## src/rtl/uart_rx_fifo.sv

```systemverilog
// uart_rx_fifo: 16x oversampling 8N1 UART receiver feeding a small FWFT FIFO.
// A 2-of-3 majority vote is taken over samples 7, 8 and 9 of each bit. The
// block rejects false starts, reports framing errors and reports overruns.
// The consumer side is a valid/ready handshake.
module uart_rx_fifo #(
  parameter int CLK_FREQ   = 50_000_000,
  parameter int FIFO_DEPTH = 4
) (
  input  logic                          clk,
  input  logic                          rstn,
  input  logic                          uart_rx,
  input  logic [2:0]                    baud_set,
  output logic [7:0]                    rx_data,
  output logic                          rx_valid,
  input  logic                          rx_ready,
  output logic [$clog2(FIFO_DEPTH):0]   fifo_count,
  output logic                          rx_busy,
  output logic                          frame_err,
  output logic                          overrun
);

  localparam int AW = $clog2(FIFO_DEPTH);
  localparam int CW = AW + 1;

  // Oversample divider per rate, integer truncation of CLK_FREQ/(BAUD*16)
  localparam logic [15:0] DIV_9600   = 16'(CLK_FREQ / (9600 * 16));
  localparam logic [15:0] DIV_19200  = 16'(CLK_FREQ / (19200 * 16));
  localparam logic [15:0] DIV_38400  = 16'(CLK_FREQ / (38400 * 16));
  localparam logic [15:0] DIV_57600  = 16'(CLK_FREQ / (57600 * 16));
  localparam logic [15:0] DIV_115200 = 16'(CLK_FREQ / (115200 * 16));

  typedef enum logic [1:0] {
    S_IDLE  = 2'd0,
    S_START = 2'd1,
    S_DATA  = 2'd2,
    S_STOP  = 2'd3
  } state_t;

  function automatic logic majority3(input logic a, input logic b, input logic c);
    return (a & b) | (a & c) | (b & c);
  endfunction

  // Synchronizer and edge-detect registers
  logic        sync1_q, sync2_q, prev_q;
  // Receive state and datapath
  state_t      state_q, state_d;
  logic [2:0]  baud_q, baud_d;
  logic [15:0] div_cnt_q, div_cnt_d;
  logic [3:0]  samp_cnt_q, samp_cnt_d;
  logic [2:0]  bit_cnt_q, bit_cnt_d;
  logic [1:0]  samp_q, samp_d;
  logic [7:0]  shift_q, shift_d;
  // FIFO storage and status
  logic [7:0]  mem_q [FIFO_DEPTH];
  logic [AW-1:0] wr_ptr_q, rd_ptr_q;
  logic [CW-1:0] count_q, count_d;
  logic        frame_err_q, overrun_q;

  logic [15:0] div_sel_s;
  logic        tick_s, start_det_s, mid_s, end_s, maj_s;
  logic        push_req_s, fe_s, shift_en_s;
  logic        full_s, pop_s, push_s, ov_s;

  // Two-flop synchronizer (idle high) plus the previous-value register for edge detection
  always_ff @(posedge clk or negedge rstn) begin
    if (!rstn) begin
      sync1_q <= 1'b1;
      sync2_q <= 1'b1;
      prev_q  <= 1'b1;
    end else begin
      sync1_q <= uart_rx;
      sync2_q <= sync1_q;
      prev_q  <= sync2_q;
    end
  end

  // Divider terminal count for the rate latched at the start of this frame
  always_comb begin
    div_sel_s = DIV_115200;
    case (baud_q)
      3'd0:    div_sel_s = DIV_9600;
      3'd1:    div_sel_s = DIV_19200;
      3'd2:    div_sel_s = DIV_38400;
      3'd3:    div_sel_s = DIV_57600;
      default: div_sel_s = DIV_115200;
    endcase
  end

  // Timing strobes: start edge, oversample tick, mid-bit vote point and end of bit
  always_comb begin
    start_det_s = (state_q == S_IDLE) && prev_q && !sync2_q;
    tick_s      = (state_q != S_IDLE) && (div_cnt_q == (div_sel_s - 16'd1));
    mid_s       = tick_s && (samp_cnt_q == 4'd9);
    end_s       = tick_s && (samp_cnt_q == 4'd15);
    maj_s       = majority3(samp_q[1], samp_q[0], sync2_q);
  end

  // FSM state register
  always_ff @(posedge clk or negedge rstn) begin
    if (!rstn) begin
      state_q <= S_IDLE;
    end else begin
      state_q <= state_d;
    end
  end

  // FSM next state; STOP leaves at the vote so back-to-back frames keep half a bit of margin
  always_comb begin
    state_d = state_q;
    case (state_q)
      S_IDLE: begin
        if (start_det_s) state_d = S_START;
        else             state_d = S_IDLE;
      end
      S_START: begin
        if (mid_s && maj_s) state_d = S_IDLE;
        else if (end_s)     state_d = S_DATA;
        else                state_d = S_START;
      end
      S_DATA: begin
        if (end_s && (bit_cnt_q == 3'd7)) state_d = S_STOP;
        else                              state_d = S_DATA;
      end
      S_STOP: begin
        if (mid_s) state_d = S_IDLE;
        else       state_d = S_STOP;
      end
      default: state_d = S_IDLE;
    endcase
  end

  // FSM outputs: data shift strobe and stop-bit verdicts
  always_comb begin
    shift_en_s = (state_q == S_DATA) && mid_s;
    push_req_s = (state_q == S_STOP) && mid_s && maj_s;
    fe_s       = (state_q == S_STOP) && mid_s && !maj_s;
  end

  // Next values for the divider, the sample/bit counters, the vote samples and the shift register
  always_comb begin
    baud_d = start_det_s ? baud_set : baud_q;

    if (start_det_s)             div_cnt_d = 16'd0;
    else if (state_q == S_IDLE)  div_cnt_d = 16'd0;
    else if (tick_s)             div_cnt_d = 16'd0;
    else                         div_cnt_d = div_cnt_q + 16'd1;

    if (start_det_s)  samp_cnt_d = 4'd0;
    else if (tick_s)  samp_cnt_d = samp_cnt_q + 4'd1;
    else              samp_cnt_d = samp_cnt_q;

    if (start_det_s)                          bit_cnt_d = 3'd0;
    else if ((state_q == S_DATA) && end_s)    bit_cnt_d = bit_cnt_q + 3'd1;
    else                                      bit_cnt_d = bit_cnt_q;

    if (tick_s && ((samp_cnt_q == 4'd7) || (samp_cnt_q == 4'd8)))
      samp_d = {samp_q[0], sync2_q};
    else
      samp_d = samp_q;

    if (start_det_s)     shift_d = 8'h00;
    else if (shift_en_s) shift_d = {maj_s, shift_q[7:1]};
    else                 shift_d = shift_q;
  end

  // Receive datapath registers; reset discards any partial byte
  always_ff @(posedge clk or negedge rstn) begin
    if (!rstn) begin
      baud_q     <= 3'd0;
      div_cnt_q  <= 16'd0;
      samp_cnt_q <= 4'd0;
      bit_cnt_q  <= 3'd0;
      samp_q     <= 2'b11;
      shift_q    <= 8'h00;
    end else begin
      baud_q     <= baud_d;
      div_cnt_q  <= div_cnt_d;
      samp_cnt_q <= samp_cnt_d;
      bit_cnt_q  <= bit_cnt_d;
      samp_q     <= samp_d;
      shift_q    <= shift_d;
    end
  end

  // FIFO control; a pop in the same cycle frees the slot, so a push while full still succeeds
  always_comb begin
    full_s = (count_q == CW'(FIFO_DEPTH));
    pop_s  = (count_q != {CW{1'b0}}) && rx_ready;
    push_s = push_req_s && (!full_s || pop_s);
    ov_s   = push_req_s && full_s && !pop_s;
    case ({push_s, pop_s})
      2'b10:   count_d = count_q + CW'(1);
      2'b01:   count_d = count_q - CW'(1);
      default: count_d = count_q;
    endcase
  end

  // FIFO storage, pointers, occupancy and the one-cycle status pulses
  always_ff @(posedge clk or negedge rstn) begin
    if (!rstn) begin
      for (int i = 0; i < FIFO_DEPTH; i++) mem_q[i] <= 8'h00;
      wr_ptr_q    <= {AW{1'b0}};
      rd_ptr_q    <= {AW{1'b0}};
      count_q     <= {CW{1'b0}};
      frame_err_q <= 1'b0;
      overrun_q   <= 1'b0;
    end else begin
      if (push_s) begin
        mem_q[wr_ptr_q] <= shift_q;
        wr_ptr_q        <= wr_ptr_q + AW'(1);
      end
      if (pop_s) begin
        rd_ptr_q <= rd_ptr_q + AW'(1);
      end
      count_q     <= count_d;
      frame_err_q <= fe_s;
      overrun_q   <= ov_s;
    end
  end

  assign rx_data    = mem_q[rd_ptr_q];
  assign rx_valid   = (count_q != {CW{1'b0}});
  assign fifo_count = count_q;
  assign rx_busy    = (state_q != S_IDLE);
  assign frame_err  = frame_err_q;
  assign overrun    = overrun_q;

endmodule

```

## config.mk

```make
export PLATFORM = sky130hd
export DESIGN_NAME = uart_rx_fifo
export DESIGN_NICKNAME = d
export VERILOG_FILES = /design/src/rtl/uart_rx_fifo.sv
export SDC_FILE = /design/constraint.sdc
export NUM_CORES = 1
export LEC_CHECK = 0
export BUFFER_PORTS_ARGS = -buffer_cell sky130_fd_sc_hd__buf_4
export CORE_UTILIZATION = 40
export CTS_CLUSTER_DIAMETER = 30
export DETAILED_ROUTE_END_ITERATION = 12
export PLACE_DENSITY = 0.56
export SETUP_SLACK_MARGIN = 0.2
export SLEW_MARGIN = 15
export SYNTH_ARGS = -nofsm -noshare
export SYNTH_HDL_FRONTEND = slang
export SYNTH_SLANG_ARGS = --single-unit
```

## constraint.sdc

```tcl
create_clock -name clk -period 5.5 [get_ports clk]
set_input_delay 0.55 -clock clk [delete_from_list [all_inputs] [get_ports clk]]
set_output_delay 0.55 -clock clk [all_outputs]
set_load 0.01 [all_outputs]
```

==> impl_metrics.yaml, run 1 <==
sta:
  hold_viol_final: 0
  setup_viol: 0
  slew_violations: 0
  worst_pin_slew_ps: 1070
  fmax_ghz: 0.377
  relSlewSlack_pct: 28.3
  post-route-period-util_pct: 48.3
  rsz0062_at_grt: "no"
  finalClockSkew_ps: 14.7
  fin_tns_setup_ps: 0
  fin_crit_ps: 2660
synthesis:
  synth_compound_area_share_pct: 4.27
  postSynth.asyncResetShare_pct: 100
  synth_top_family_by_area: "simple AND/OR/NAND/NOR gates"
  synth-adder-area-share_pct: 4.08
  syn_area_mm2: 0.00411
  synthSimpleGateAreaFrac_pct: 18.0
  syn_avg_cell_area_um2: 12.1
  synth_edf_count: 0
  syn-num-nets: 357
  synth-main-ff-cell: "dfrtp_1"
  ys_seq_elements: 82
  syn-instance-count: 338
  ys_seq_area_share_pct: 50.1
  synth.distinct_cells: 55
  synthMuxAreaShare_pct: 16.5
  yosys_warnings: 0
  synthXorXnorAreaFrac_pct: 4.91
min_path:
  hp-class: "primary input to flip-flop"
clock_tree:
  clkSinkCount: 82
  htree_levels: 3
  clk_path_buf_depth: 2
  cts_setup_buffers: 0
  cts-resized-gates: 0
  cts_hold_buf: 0
  cts_made_buffers: 9
  cts_tree: "yes"
  cts_root_buf: "clkbuf_8"
  path_clk_slew_ps: 100
  clk_latency_ps: 370
drt:
  via_count: 2527
  drt-vias-per-instance: 5.07
  route.antenna.remaining_nets: 0
  totalWireLength_um: 7590
  drc_errors: 0
  initialDrtViolationCount: 70
  routedWlPerCell_um: 15.2
  drt_pass1_iterations: 4
global_route:
  grt_max_degree: 83
  grt_pass1_wl_um: 12700
  grt_pass1_vias: 2518
  globalRouteOverflowTotal: 0
  grt_antenna_before_repair: 0
  grt.total_usage_pct: 16.0
power_and_ir_drop:
  leakage_nw: 2.14
  pwr-share-clk_pct: 29.1
  p_sw_uw: 518
  p_seq_share_pct: 51.7
  internal-power_uw: 979
  comb_power_share_pct: 19.2
  swShare_pct: 34.6
  power_density_mw_per_mm2: 328
  vdd_ir_drop_max_mv: 0.140
critical_path:
  max_stage_delay_ps: 510
  reg2reg_setup_slack_ps: 2840
  worst_setup_path_end_kind: "flip-flop"
  path_max_fanout: 9
  worstPathRequired_ps: 5750
  cp_slowest_cell: "dfrtp_1"
  arrival_ps: 2910
  cp_top_family: "simple AND/OR/NAND/NOR gates"
  path_buf_inv: 1
  critPathKind: "flip-flop to flip-flop"
  cp-start-kind: "flip-flop"
  crit_chain: "o21ai_0 > nand4b_1 > nor2_1 > and2_1 > nand4_1 > ha_1 > inv_1 > fa_1 > xor2_1 > nor2_1 > xor2_1"
run:
  max_cap_violations: 0
placed_design:
  gp_congestion: 0.774
  dp_hpwl_um: 5020
  post_dp_cell_area_mm2: 0.00437
  port_buffers: 21
floorplan:
  die-area_mm2: 0.0107
  start_util_pct: 41.6
  core_mm2: 0.00986
  die-height_um: 103
  pin_count: 22
  rows: 36
  die_w_um: 103
outcome:
  status: "finished clean"
finish:
  final_cell_mix: "dfrtp_1, nor2_1, nand2_1"
  syn2layout_area_growth_pct: 11.2
  fin_nets: 379
  design_area_mm2: 0.00456
  final_common_cell: "dfrtp_1"
  diodes: 0
  final_layout_size_suffix_gt1_share_pct: 28.2
[Yosys cell counts (4+ instances only)]
library cell   n  share of area, %
and4_1         4              0.85
clkbuf_1       7              0.64
dfrtp_1       77                47
dfstp_2        5               3.2
ha_1          11               3.4
inv_1          7              0.64
mux2_2        30               8.2
mux2_4         4               1.5
mux2i_1       10               2.4
mux4_2         8               4.4
nand2_1       31               2.8
nand2_8        4               2.0
nand3_1       10               1.2
nand4_1        6              0.91
nor2_1        37               3.4
o21ai_0        9               1.1
xnor2_1       11               2.3
xor2_1        12               2.6
[per-layer routing]
layer  vias up  track usage [%]  share of wire (%)
li1       1231                -                  -
met1      1261             20.4                 47
met2        28             26.9                 49
met3         7             3.63                2.6
met4         0             5.53                1.1
met5         -                0                  0
[registers in the layout, summed over array words and instances (netlist names)]
name / count
baud_q: 3
bit_cnt_q: 3
div_cnt_q: 16
fifo_count: 3
frame_err: 1
mem_q: 32
overrun: 1
prev_q: 1
rd_ptr_q: 2
samp_cnt_q: 4
samp_q: 2
shift_q: 8
state_q: 2
sync1_q: 1
sync2_q: 1
wr_ptr_q: 2
[stage by stage]
| stage | worst slack, ps | util [%] | total power, mW | cells | hold WS [ps] |
|---|---|---|---|---|---|
| floorplan | 3000 | - | 0.980 | 338 | 254 |
| global placement | 2910 | 44.3 | 1.07 | 482 | 346 |
| detailed placement | 2830 | 44.3 | 1.08 | 482 | 348 |
| CTS | 2830 | 46.3 | 1.52 | 498 | 256 |
| global route | 2640 | 46.3 | 1.58 | 498 | 259 |
| finish | 2840 | 46.3 | 1.50 | 498 | 276 |
[path summary, 6_finish.rpt]
check,startpoint,end,cells past startpoint
min in group asynchronous,rstn,mem_q[21],1
max in group asynchronous,rstn,state_q[1],1
worst min register to register,sync1_q,sync2_q,0
worst min-delay path,uart_rx,sync1_q,1
worst max register to register,baud_q[2],fifo_count[2],11
worst max-delay path,baud_q[2],fifo_count[2],11
[worst reg2reg max path: stages, from the launching register on]
cell and delay, ps:
dfrtp_1 510, o21ai_0 280, nand4b_1 130, nor2_1 450, and2_1 260, nand4_1 110, ha_1 230, inv_1 70
fa_1 170, xor2_1 160, nor2_1 60, xor2_1 140
[area by class of cell]
type	instances	area (um^2)
tap	133	166
fill	922	5300
sequential	82	2060
timing repair buffer	21	158
inverter	7	26.3
multi-input combinational	239	1960
clock inverter	7	66.3
clock buffer	9	124
[kinds of logic (layout without fill, tap and decap cells)]
logic type                 after synthesis  after routing
muxes                                   52             52
DFF                                     82             82
adders and majority gates               13             13
buffers and inverters                   17             44
xor gates and xnor gates                23             23
AOI/OAI and AO/OA                       23             23
and+or+nand+nor                        128            128
[power by group through the flow]
stage / combinational (mW) / clock (mW) / sequential [mW]
floorplan: 0.256 / 0 / 0.724
global placement: 0.284 / 0 / 0.786
detailed placement: 0.292 / 0 / 0.786
CTS: 0.292 / 0.453 / 0.777
global route: 0.325 / 0.466 / 0.788
finish: 0.287 / 0.436 / 0.774
No activity file was read; power rests on OpenSTA's default activity.
==> inputs of run 2 (changes only) <==
==> constraint.sdc (replaced) <==
create_clock -name clk -period 2.6 [get_ports clk]
set_input_delay 0.26 -clock clk [delete_from_list [all_inputs] [get_ports clk]]
set_output_delay 0.26 -clock clk [all_outputs]
set_load 0.01 [all_outputs]
==> run 2 against run 1 <==
Non-clock buffer count increased by 21. Combinational power rose to 2.9 times the previous value. Critical path depth shrank 1. Clock-buffer cell count unchanged.
==> impl_metrics.yaml, run 2 (synthesis results as in run 1) <==
sta:
  rsz0062_at_grt: "yes"
  post-route-period-util_pct: 91.1
  fmax_ghz: 0.422
  hold_viol_final: 0
  fin_tns_setup_ps: 0
  fin_crit_ps: 2370
  relSlewSlack_pct: 58.2
  finalClockSkew_ps: 17.5
  worst_pin_slew_ps: 627
  setup_viol: 0
  slew_violations: 0
  setup_ws_ps: 231
critical_path:
  crit_top_cell: "xor2_1"
  r2r_cells: 10
  r2r-end: "fifo_count[2]"
  endpoint: "fifo_count[2]"
  r2r-start: "div_cnt_q[5]"
  crit_chain: "or3_4 > a2111oi_4 > or2_4 > nand4_1 > ha_2 > inv_2 > fa_2 > xor2_1 > nor2_1 > xor2_1"
  max_stage_delay_ps: 400
  arrival_ps: 2620
  critPathKind: "flip-flop to flip-flop"
  worstPathRequired_ps: 2850
  worst_setup_path_end_kind: "flip-flop"
  cp_slowest_cell: "dfrtp_1"
  path_max_fanout: 3
  reg2reg_setup_slack_ps: 230
  crit_start: "div_cnt_q[5]"
  cp-start-kind: "flip-flop"
global_route:
  grt-busiest-layer: "met2"
  grt_use_met3_pct: 3.70
  grt_pass1_vias: 2596
  met2_usage_pct: 28.2
  globalRouteOverflowTotal: 0
  grt_pass1_wl_um: 13100
  grt.total_usage_pct: 16.4
  grt_antenna_before_repair: 0
  met1_usage_pct: 20.4
  grt_max_degree: 49
finish:
  diodes: 0
  final_cells: 519
  fillCellCount: 904
  syn2layout_area_growth_pct: 17.1
  reg.largest.list: "mem_q x32, div_cnt_q x16, shift_q x8"
  largest-register: "mem_q"
  largest_register_ffs: 32
  final_common_cell: "dfrtp_1"
  final_cell_mix: "dfrtp_1, buf_4, nor2_1"
  fin_nets: 400
  final_layout_size_suffix_gt1_share_pct: 33.7
placed_design:
  post-place-ws_ps: 156
  port_buffers: 21
  dp_hpwl_um: 5460
  gp_congestion: 0.852
  placed_cells_incl_taps: 491
power_and_ir_drop:
  internal-power_mw: 2.39
  vdd_ir_drop_max_mv: 0.355
  p_sw_mw: 1.12
  p_seq_share_pct: 45.5
  pwr-share-clk_pct: 31.1
  leakage_nw: 2.27
  comb_power_share_pct: 23.4
  swShare_pct: 31.8
  power_density_mw_per_mm2: 730
outcome:
  status: "finished clean"
drt:
  initialDrtViolationCount: 66
  drc_errors: 0
  totalWireLength_um: 8040
  drt-vias-per-instance: 5.10
  route.antenna.remaining_nets: 0
  routedWlPerCell_um: 15.5
  drt_pass1_iterations: 4
  via_count: 2645
floorplan:
  pin_count: 22
  core_mm2: 0.00986
  rows: 36
  die-area_mm2: 0.0107
  die-height_um: 103
  start_util_pct: 41.6
  die_w_um: 103
clock_tree:
  clk_latency_ps: 370
  clk_path_buf_depth: 2
  clkSinkCount: 82
  cts_root_buf: "clkbuf_8"
  path_clk_slew_ps: 100
  cts_made_buffers: 9
  cts_tree: "yes"
  htree_levels: 3
run:
  max_cap_violations: 0
min_path:
  hp-class: "primary input to flip-flop"
## run 2: cell count changes in the layout (fill, tap and decap cells not counted), moves of 2 or more
cell	before	now
buf_4	21	38
bufinv_16	0	2
o21ai_1	0	2
dfrtp_2	0	2
o21ai_0	9	7
dfrtp_1	77	75
dlygate4sd3_1	0	2
## run 2: worst min-delay path by stage
stage / from / endpoint / slack, ps / cells after the start
floorplan: rstn / baud_q[0] / -40 / 0
global placement: rstn / mem_q[13] / 260 / 1
detailed placement: rstn / mem_q[13] / 260 / 1
CTS: baud_set[0] / baud_q[0] / 60 / 3
global route: baud_set[0] / baud_q[0] / 70 / 3
finish: baud_set[0] / baud_q[0] / 80 / 3
## run 2: worst max-delay path, delay by kind of cell, from the launching register on
kind                       cells  cell delay [ps]
DFF                            1              400
adders and majority gates      2              400
and+or+nand+nor                4              750
buffers and inverters          1               50
AOI/OAI and AO/OA              1              390
xor gates and xnor gates       2              260
## run 2: per-stage QoR
| stage | util, % | power [mW] | hold slack [ps] | instance area (um^2) |
|---|---|---|---|---|
| after floorplan | - | 2.08 | -35.6 | 4110 |
| after global placement | 45.2 | 2.33 | 257 | 4460 |
| after detailed placement | 45.2 | 2.34 | 262 | 4460 |
| after CTS | 48.2 | 3.49 | 64.9 | 4760 |
| after global routing | 48.7 | 3.70 | 66.4 | 4810 |
| final | 48.7 | 3.51 | 82.8 | 4810 |
## run 2: power by group through the flow
stage          registers [mW]  logic, mW  clock network (mW)
6_report                 1.60      0.821                1.09
5_1_grt                  1.63      0.916                1.15
4_1_cts                  1.61      0.766                1.11
3_5_place_dp             1.64      0.702                   0
3_3_place_gp             1.64      0.694                   0
2_1_floorplan            1.53      0.546                   0
## run 2: layout make-up
class | count | area [um^2] | share of cell area (%)
sequential | 82 | 2060 | 42.9
inverter | 7 | 26.3 | 0.547
clock buffer | 9 | 124 | 2.58
clock inverter | 7 | 108 | 2.24
timing repair buffer | 42 | 337 | 7.00
multi-input combinational | 239 | 1990 | 41.3
tap | 133 | 166 | 3.46
## run 2: what timing repair did
| item | CTS | global route |
|---|---|---|
| pin swaps | 4 | 7 |
| resized for setup | 7 | 5 |
| hold endpoints to repair | 34 | 0 |
| gates cloned | 0 | 0 |
| setup buffers | 4 | 6 |
| hold buffers | 2 | 0 |
| setup endpoints to repair | 14 | 4 |
## run 2: per-layer routing
metal  routed length (um)  up-vias
li1                     -     1280
met4                  112        0
met5                    0        -
met1                 3670     1322
met3                  217       12
met2                 4040       31
